### src/rtl/firebird7_in_gate1_insysbist_secure_mux_ctrl.sv
// Key-qualified IJTAG controller for the in-system BIST secure scan mux select.
// Every select change runs break-before-make, and the downstream scan enable is gated while it runs.
module firebird7_in_gate1_insysbist_secure_mux_ctrl #(
  parameter int                  KEY_WIDTH = 16,
  parameter logic [KEY_WIDTH-1:0] KEY      = 16'hA5C3,
  parameter int                  MAX_FAIL  = 3,
  parameter int                  SETTLE    = 2
) (
  input  logic       ijtag_tck,
  input  logic       ijtag_reset,
  input  logic       ijtag_sel,
  input  logic       ijtag_ce,
  input  logic       ijtag_se,
  input  logic       ijtag_ue,
  input  logic       ijtag_si,
  output logic       ijtag_so,
  input  logic       secure_enable,
  input  logic       en_in,
  output logic       en_out,
  output logic       mux_select,
  output logic       lockout,
  output logic [2:0] fail_count
);

  localparam int N  = KEY_WIDTH + 1;
  localparam int CW = (SETTLE > 0) ? $clog2(SETTLE + 1) : 1;

  typedef enum logic [1:0] {
    IDLE  = 2'd0,
    BREAK = 2'd1,
    MAKE  = 2'd2
  } state_t;

  state_t          state;
  logic [N-1:0]    sr;
  logic [CW-1:0]   settle_cnt;
  logic            target;

  logic do_cap, do_shift, do_upd;
  logic req_sel, key_ok, in_idle;
  logic force_close, upd_take, upd_accept, upd_reject;
  logic settle_done;

  always_comb begin
    do_cap      = ijtag_sel & ijtag_ce;
    do_shift    = ijtag_sel & ~ijtag_ce & ijtag_se;
    do_upd      = ijtag_sel & ~ijtag_ce & ~ijtag_se & ijtag_ue;
    req_sel     = sr[0];
    key_ok      = (sr[N-1:1] == KEY) & secure_enable;
    in_idle     = (state == IDLE);
    // Forced close outranks any update arriving in the same cycle.
    force_close = in_idle & mux_select & ~secure_enable;
    upd_take    = in_idle & do_upd & ~lockout & ~force_close;
    upd_accept  = upd_take & (~req_sel | key_ok);
    upd_reject  = upd_take & req_sel & ~key_ok;
    settle_done = (settle_cnt == CW'(SETTLE - 1));
  end

  assign ijtag_so = sr[0];
  assign en_out   = en_in & in_idle & ~ijtag_reset;

  always_ff @(posedge ijtag_tck) begin
    if (ijtag_reset) begin
      state      <= IDLE;
      sr         <= '0;
      settle_cnt <= '0;
      target     <= 1'b0;
      mux_select <= 1'b0;
      lockout    <= 1'b0;
      fail_count <= '0;
    end else begin
      if (do_cap)
        sr <= {{(N-5){1'b0}}, fail_count, lockout, mux_select};
      else if (do_shift)
        sr <= {ijtag_si, sr[N-1:1]};

      if (upd_accept && req_sel)
        fail_count <= '0;
      // A reject is only taken while unlocked, so fail_count is below MAX_FAIL here.
      if (upd_reject) begin
        fail_count <= fail_count + 3'd1;
        if (fail_count == 3'(MAX_FAIL - 1))
          lockout <= 1'b1;
      end

      case (state)
        IDLE: begin
          settle_cnt <= '0;
          if (force_close) begin
            target <= 1'b0;
            state  <= BREAK;
          end else if (upd_accept && (req_sel != mux_select)) begin
            target <= req_sel;
            state  <= BREAK;
          end
        end
        BREAK: begin
          if (settle_done) begin
            mux_select <= target;
            settle_cnt <= '0;
            state      <= MAKE;
          end else begin
            settle_cnt <= settle_cnt + CW'(1);
          end
        end
        MAKE: begin
          if (settle_done) begin
            settle_cnt <= '0;
            state      <= IDLE;
          end else begin
            settle_cnt <= settle_cnt + CW'(1);
          end
        end
        default: begin
          settle_cnt <= '0;
          state      <= IDLE;
        end
      endcase
    end
  end

endmodule

### config.mk
export PLATFORM = sky130hd
export DESIGN_NAME = firebird7_in_gate1_insysbist_secure_mux_ctrl
export DESIGN_NICKNAME = d
export VERILOG_FILES = /design/src/rtl/firebird7_in_gate1_insysbist_secure_mux_ctrl.sv
export SDC_FILE = /design/constraint.sdc
export NUM_CORES = 1
export LEC_CHECK = 0
export ABC_AREA = 1
export ABC_CLOCK_PERIOD_IN_PS = 1900
export BUFFER_PORTS_ARGS = -buffer_cell sky130_fd_sc_hd__clkbuf_2
export CORE_MARGIN = 1
export CORE_UTILIZATION = 35
export CTS_CLUSTER_SIZE = 30
export DETAILED_ROUTE_END_ITERATION = 10
export PLACE_DENSITY_LB_ADDON = 0.25
export SYNTH_ARGS = -nofsm -noshare
export SYNTH_HDL_FRONTEND = slang
export SYNTH_SLANG_ARGS = --single-unit
### constraint.sdc
create_clock -name ijtag_tck -period 1.9 [get_ports ijtag_tck]
set_clock_uncertainty 0.2 [all_clocks]
set_input_delay 0.095 -clock ijtag_tck [delete_from_list [all_inputs] [get_ports ijtag_tck]]
set_output_delay 0.095 -clock ijtag_tck [all_outputs]
set_load 0.05 [all_outputs]
# After elaboration in Yosys (flattened, before gate mapping)

Cells that the tools add are included.

Bits of input ports: 9
Register bits after elaboration: 27
Logic and storage cells: 69
Output and inout port bits: 7

Mux-type cells: 11
Eq/ne operators: 9
$add $sub $neg: 2
Bitwise operators: 26
Reductions and logical operators: 13

Operator list:

| operator                                       | count |
|---|---|
| bitwise AND 1 bit                              | 16 |
| == test 16 bit (second input constant)         | 1 |
| 2-to-1 mux 5 bit                               | 2 |
| inverter 1 bit                                 | 9 |
| 2-to-1 mux 2 bit                               | 4 |
| 2-to-1 mux 3 bit                               | 2 |
| one-hot mux 2 bit (3 select lines)             | 1 |
| AND reduction 2 bit                            | 3 |
| nonzero test 2 bit                             | 3 |
| == test 2 x 1 -> 1 bit (second input constant) | 2 |
| != test 2 bit (second input constant)          | 2 |
| OR reduction 2 bit                             | 2 |
| adder 3 x 1 -> 3 bit (second input constant)   | 1 |
| == test 3 x 2 -> 1 bit (second input constant) | 1 |
| != test 3 x 1 -> 1 bit (second input constant) | 1 |
| AND reduction 3 bit                            | 1 |
| OR reduction 3 bit                             | 1 |
| adder 2 x 1 -> 2 bit (second input constant)   | 1 |
| == test 2 bit (second input constant)          | 1 |
| logical AND 1 bit                              | 2 |
| zero test 2 bit                                | 1 |
| 2-to-1 mux 1 bit                               | 2 |
| != test 1 bit                                  | 1 |
| OR 1 bit                                       | 1 |

# Depth between registers and ports, before layout

Depth in word-level cells: 12
Mapped depth: 11
Mapped depth without buffers: 11

# Worst setup path before layout

OpenSTA, ideal clock, no wires.

Path kind: reg-to-reg
Start point: register fail_count[0]
End point: register fail_count[1]
Path buffers: 0
Library setup time: 0.067 ns
Clock period less this slack: 1.802 ns
Stages on the path, launching flop included: 5
Data arrival time: 1.534 ns
Required time: 1.633 ns
Slack: 0.098 ns
Path through: dfxtp_1 -> inv_1 -> ha_1 -> or3_1 -> a21oi_2

Cells in the longest elaborated chain, start to end: 2

Ends and longest elaborated chain:

| element                | line | RTL |
|---|---|---|
| start, declared        | 22   | `output logic [2:0] fail_count` |
| start signal, assigned | 81   | `fail_count <= fail_count + 3'd1;` |
| adder 3 x 1 -> 3 bit   | 81   |  |
| 2-to-1 mux 3 bit       | 80   | `if (upd_reject) begin` |

Every way passes these cells.
A chain may end at the register's enable or synchronous reset.

# Final worst setup path

Start point: register state[1]
End point: register fail_count[1]

Cells in the longest elaborated chain, start to end: 8
Elaborated cells between the ends (all ways): 13
Classes of those cells: mux: 1; bitwise: 9; reduce/logical: 3

Ends and longest elaborated chain:

| element                                                | line   | RTL |
|---|---|---|
| start, declared                                        | 34     | `state_t state;` |
| start signal, assigned                                 | 64     | `state <= IDLE;` |
| start signal, assigned                                 | 91     | `state <= BREAK;` |
| start signal, assigned                                 | 94     | `state <= BREAK;` |
| zero test 2 bit *                                      | 50     | `in_idle = (state == IDLE);` |
| bitwise AND 1 bit (2 in a row)                         | 52     | `force_close = in_idle & mux_select & ~secure_enable;` |
| inverter 1 bit                                         | 53     | `upd_take = in_idle & do_upd & ~lockout & ~force_close;` |
| bitwise AND 1 bit *                                    | 53     |  |
| bitwise AND 1 bit (on tied branches)                   | 55, 54 |  |
| bitwise AND 1 bit or logical AND 1 bit (tied branches) | 55, 77 |  |
| 2-to-1 mux 3 bit or nonzero test 2 bit (tied branches) | --     |  |

Mark *: on every way between the ends. The rest lies on a longest branch, timed or not.

==> results.yml <==
timing:
  finalHoldViolations: 1
  max_freq_ghz: 0.566
  finalCritPeriodShare: 0.930
  whs_ns: -0.0148
  tns_ns: 0
  slew_violations: 0
  relSlewSlack: 0.719
  rsz0062_at_grt: "false"
  fin_crit_ns: 1.77
  worstMarginPinSlew_ns: 0.421
  setup_viol: 0
pwr:
  peakVddDrop_mv: 0.278
  powerDensity_mw_per_mm2: 613
  p_leak_nw: 0.545
  finalPower_mw: 0.891
layout:
  nets: 205
  fin_area_sq_mm: 0.00145
  seq_area_sq_um: 542
  final_layout_size_suffix_gt1_frac: 0.191
  fill_cells: 349
  multi_input_area_sq_um: 628
  area_growth_pct: 15.3
  n_antenna_cell: 0
  final_util: 0.429
global_routing:
  antenna_found_initial: 0
  grt_max_degree: 18
  grt_pass1_vias: 1005
  grt_pass1_wl_um: 4270
  grt-ovfl-total: 0
  track_usage: 0.156
clock_network:
  clk_latency_ns: 0.33
  cts_max_level: 1
  clk_pin_slew_ns: 0.15
  cts_tree: "done"
  cts_root_buffer: "clkbuf_4"
  cts.sinks: 27
  clockBufferDepth: 2
  numCtsBuffers: 3
place:
  gp_congestion: 0.784
  portBuffers: 15
  placed_area_sq_mm: 0.00139
  dpl.hpwl_um: 2010
routing:
  wirelength_met1_um: 1220
  met3_wirelength_um: 114
  vias: 1144
  detail-route-antenna-nets: 0
  drcViolationCount: 0
  via_per_inst: 4.89
  topRoutingLayerUsed: "met4"
  drt_iter0_markers: 74
  routed_wl_um: 2620
  drtPass1Iterations: 5
  met2_length_um: 1240
  wl_per_cell_um: 11.2
die:
  die_h_um: 62
  die_w_um: 62
  core-area_sq_mm: 0.00339
  pin_count: 16
  rows: 21
  die_area_sq_mm: 0.00384
  start_util: 0.372
synth:
  syn_avg_cell_area_sq_um: 7.50
  ys_seq_elements: 27
  synth_seq_area_share: 0.429
  dominantRegCellSynth: "dfxtp_1"
  yosysWarnings: 0
  synth_area_sq_mm: 0.00126
  async_flop_share: 0
  synth_edf_count: 0
  synth_cell_types: 24
  syn_nets: 184
  netlist_instances: 168
worst_setup_path:
  crit_type: "reg2reg"
  cp.arrival_ns: 1.86
  cp_max_fo: 4
  cp-start-kind: "flop"
  crit_required_ns: 1.99
  end_kind: "flop"
job:
  cap_violations: 0
outcome:
  violations: "hold timing"
  status: "complete, but fails checks"
worst_hold_path:
  hp-class: "in2reg"
-- cell type report --
type / instances / area share
flip-flops and latches: 27 / 0.373
multi-input cells: 116 / 0.432
repair buffers: 20 / 0.0827
clock buffers: 4 / 0.0181
well taps: 46 / 0.0396
inverters: 21 / 0.0543
-- registers in the layout (all words and copies together) (netlist names) --
register	flops
fail_count	3
sr	17
lockout	1
mux_select	1
state	2
settle_cnt	2
target	1
-- synthesized netlist by cell type (all sizes together), types with 2 or more instances --
cell type | n | area (sq um)
dfxtp | 27 | 541
nor2 | 23 | 109
inv | 21 | 78.8
o21ai | 3 | 15.0
a22oi | 3 | 22.5
a211oi | 6 | 45.0
nand2 | 40 | 153
buf | 2 | 10.0
nand3 | 8 | 45.0
a31oi | 2 | 12.5
nand4 | 2 | 12.5
a21oi | 18 | 93.8
clkbuf | 2 | 7.51
ha | 7 | 87.6
-- placed cells by master, fill, tap and decap left out, types with 2 or more instances in the layout --
cell / instances
ha_1: 6
nand2_2: 2
a22oi_1: 3
nor2_4: 2
o21ai_0: 3
a21oi_1: 17
nor2_2: 3
inv_2: 5
clkbuf_4: 3
dlygate4sd3_1: 3
nand2_1: 38
dfxtp_1: 26
a211oi_1: 6
inv_1: 16
clkbuf_2: 15
nand4_1: 2
nand3_1: 7
a31oi_1: 2
buf_4: 2
nor2_1: 18
-- stage by stage --
step	setup WS, ns	hold WS [ns]	cells
2_1_floorplan	0.0983	-0.0356	168
5_1_grt	0.0237	0.0329	234
3_5_place_dp	0.124	0.174	227
4_1_cts	0.0855	0.00113	234
3_3_place_gp	0.211	0.181	227
6_report	0.133	-0.0148	234
-- final timing paths --
check | from | end | slack, ns | cells after the start
max | state[1]$_SDFFE_PP0P_ | fail_count[1]$_SDFFE_PP0P_ | 0.13 | 9
min | secure_enable | target$_SDFFE_PP0P_ | -0.01 | 3
max reg2reg | state[1]$_SDFFE_PP0P_ | fail_count[1]$_SDFFE_PP0P_ | 0.13 | 9
min reg2reg | settle_cnt[0]$_SDFF_PP0_ | settle_cnt[0]$_SDFF_PP0_ | 0.24 | 1
-- worst max-delay path, stage by stage (launching register included) --
cell and delay, ns:
dfxtp_2 0.36, inv_1 0.10, ha_2 0.20, inv_1 0.06, nor2_2 0.13, nand2_2 0.08, nor2_4 0.11, inv_2 0.06
or3_1 0.32, a21oi_2 0.11
-- timing repair --
action	CTS	global route
setup endpoints to repair	0	3
gates resized for setup	0	4
buffers inserted	0	0
hold endpoints to repair	16	0
hold buffers	3	0
-- per-layer routing --
layer / vias up / global-route usage
met1: 527 / 0.194
met2: 26 / 0.261
li1: 586 / -
met5: - / 0
met3: 5 / 0.0248
met4: 0 / 0.0762
-- cell families (layout without fill, tap and decap cells) --
logic type | after synthesis | in the layout | share of synthesized area
adder cells (fa/ha/maj) | 7 | 7 | 0.0695
buffers and inverters | 25 | 45 | 0.0765
AO/OA/AOI/OAI | 34 | 34 | 0.163
flip-flops | 27 | 27 | 0.429
AND/OR/NAND/NOR | 75 | 75 | 0.262
-- where the power goes --
| part | internal (mW) | switching, mW | leakage, nW |
|---|---|---|---|
| clock | 0.0825 | 0.173 | 0.0150 |
| combinational | 0.0217 | 0.0417 | 0.311 |
| sequential | 0.571 | 0.00208 | 0.218 |
| total | 0.675 | 0.216 | 0.545 |
Power figures use the tool's default switching activity.
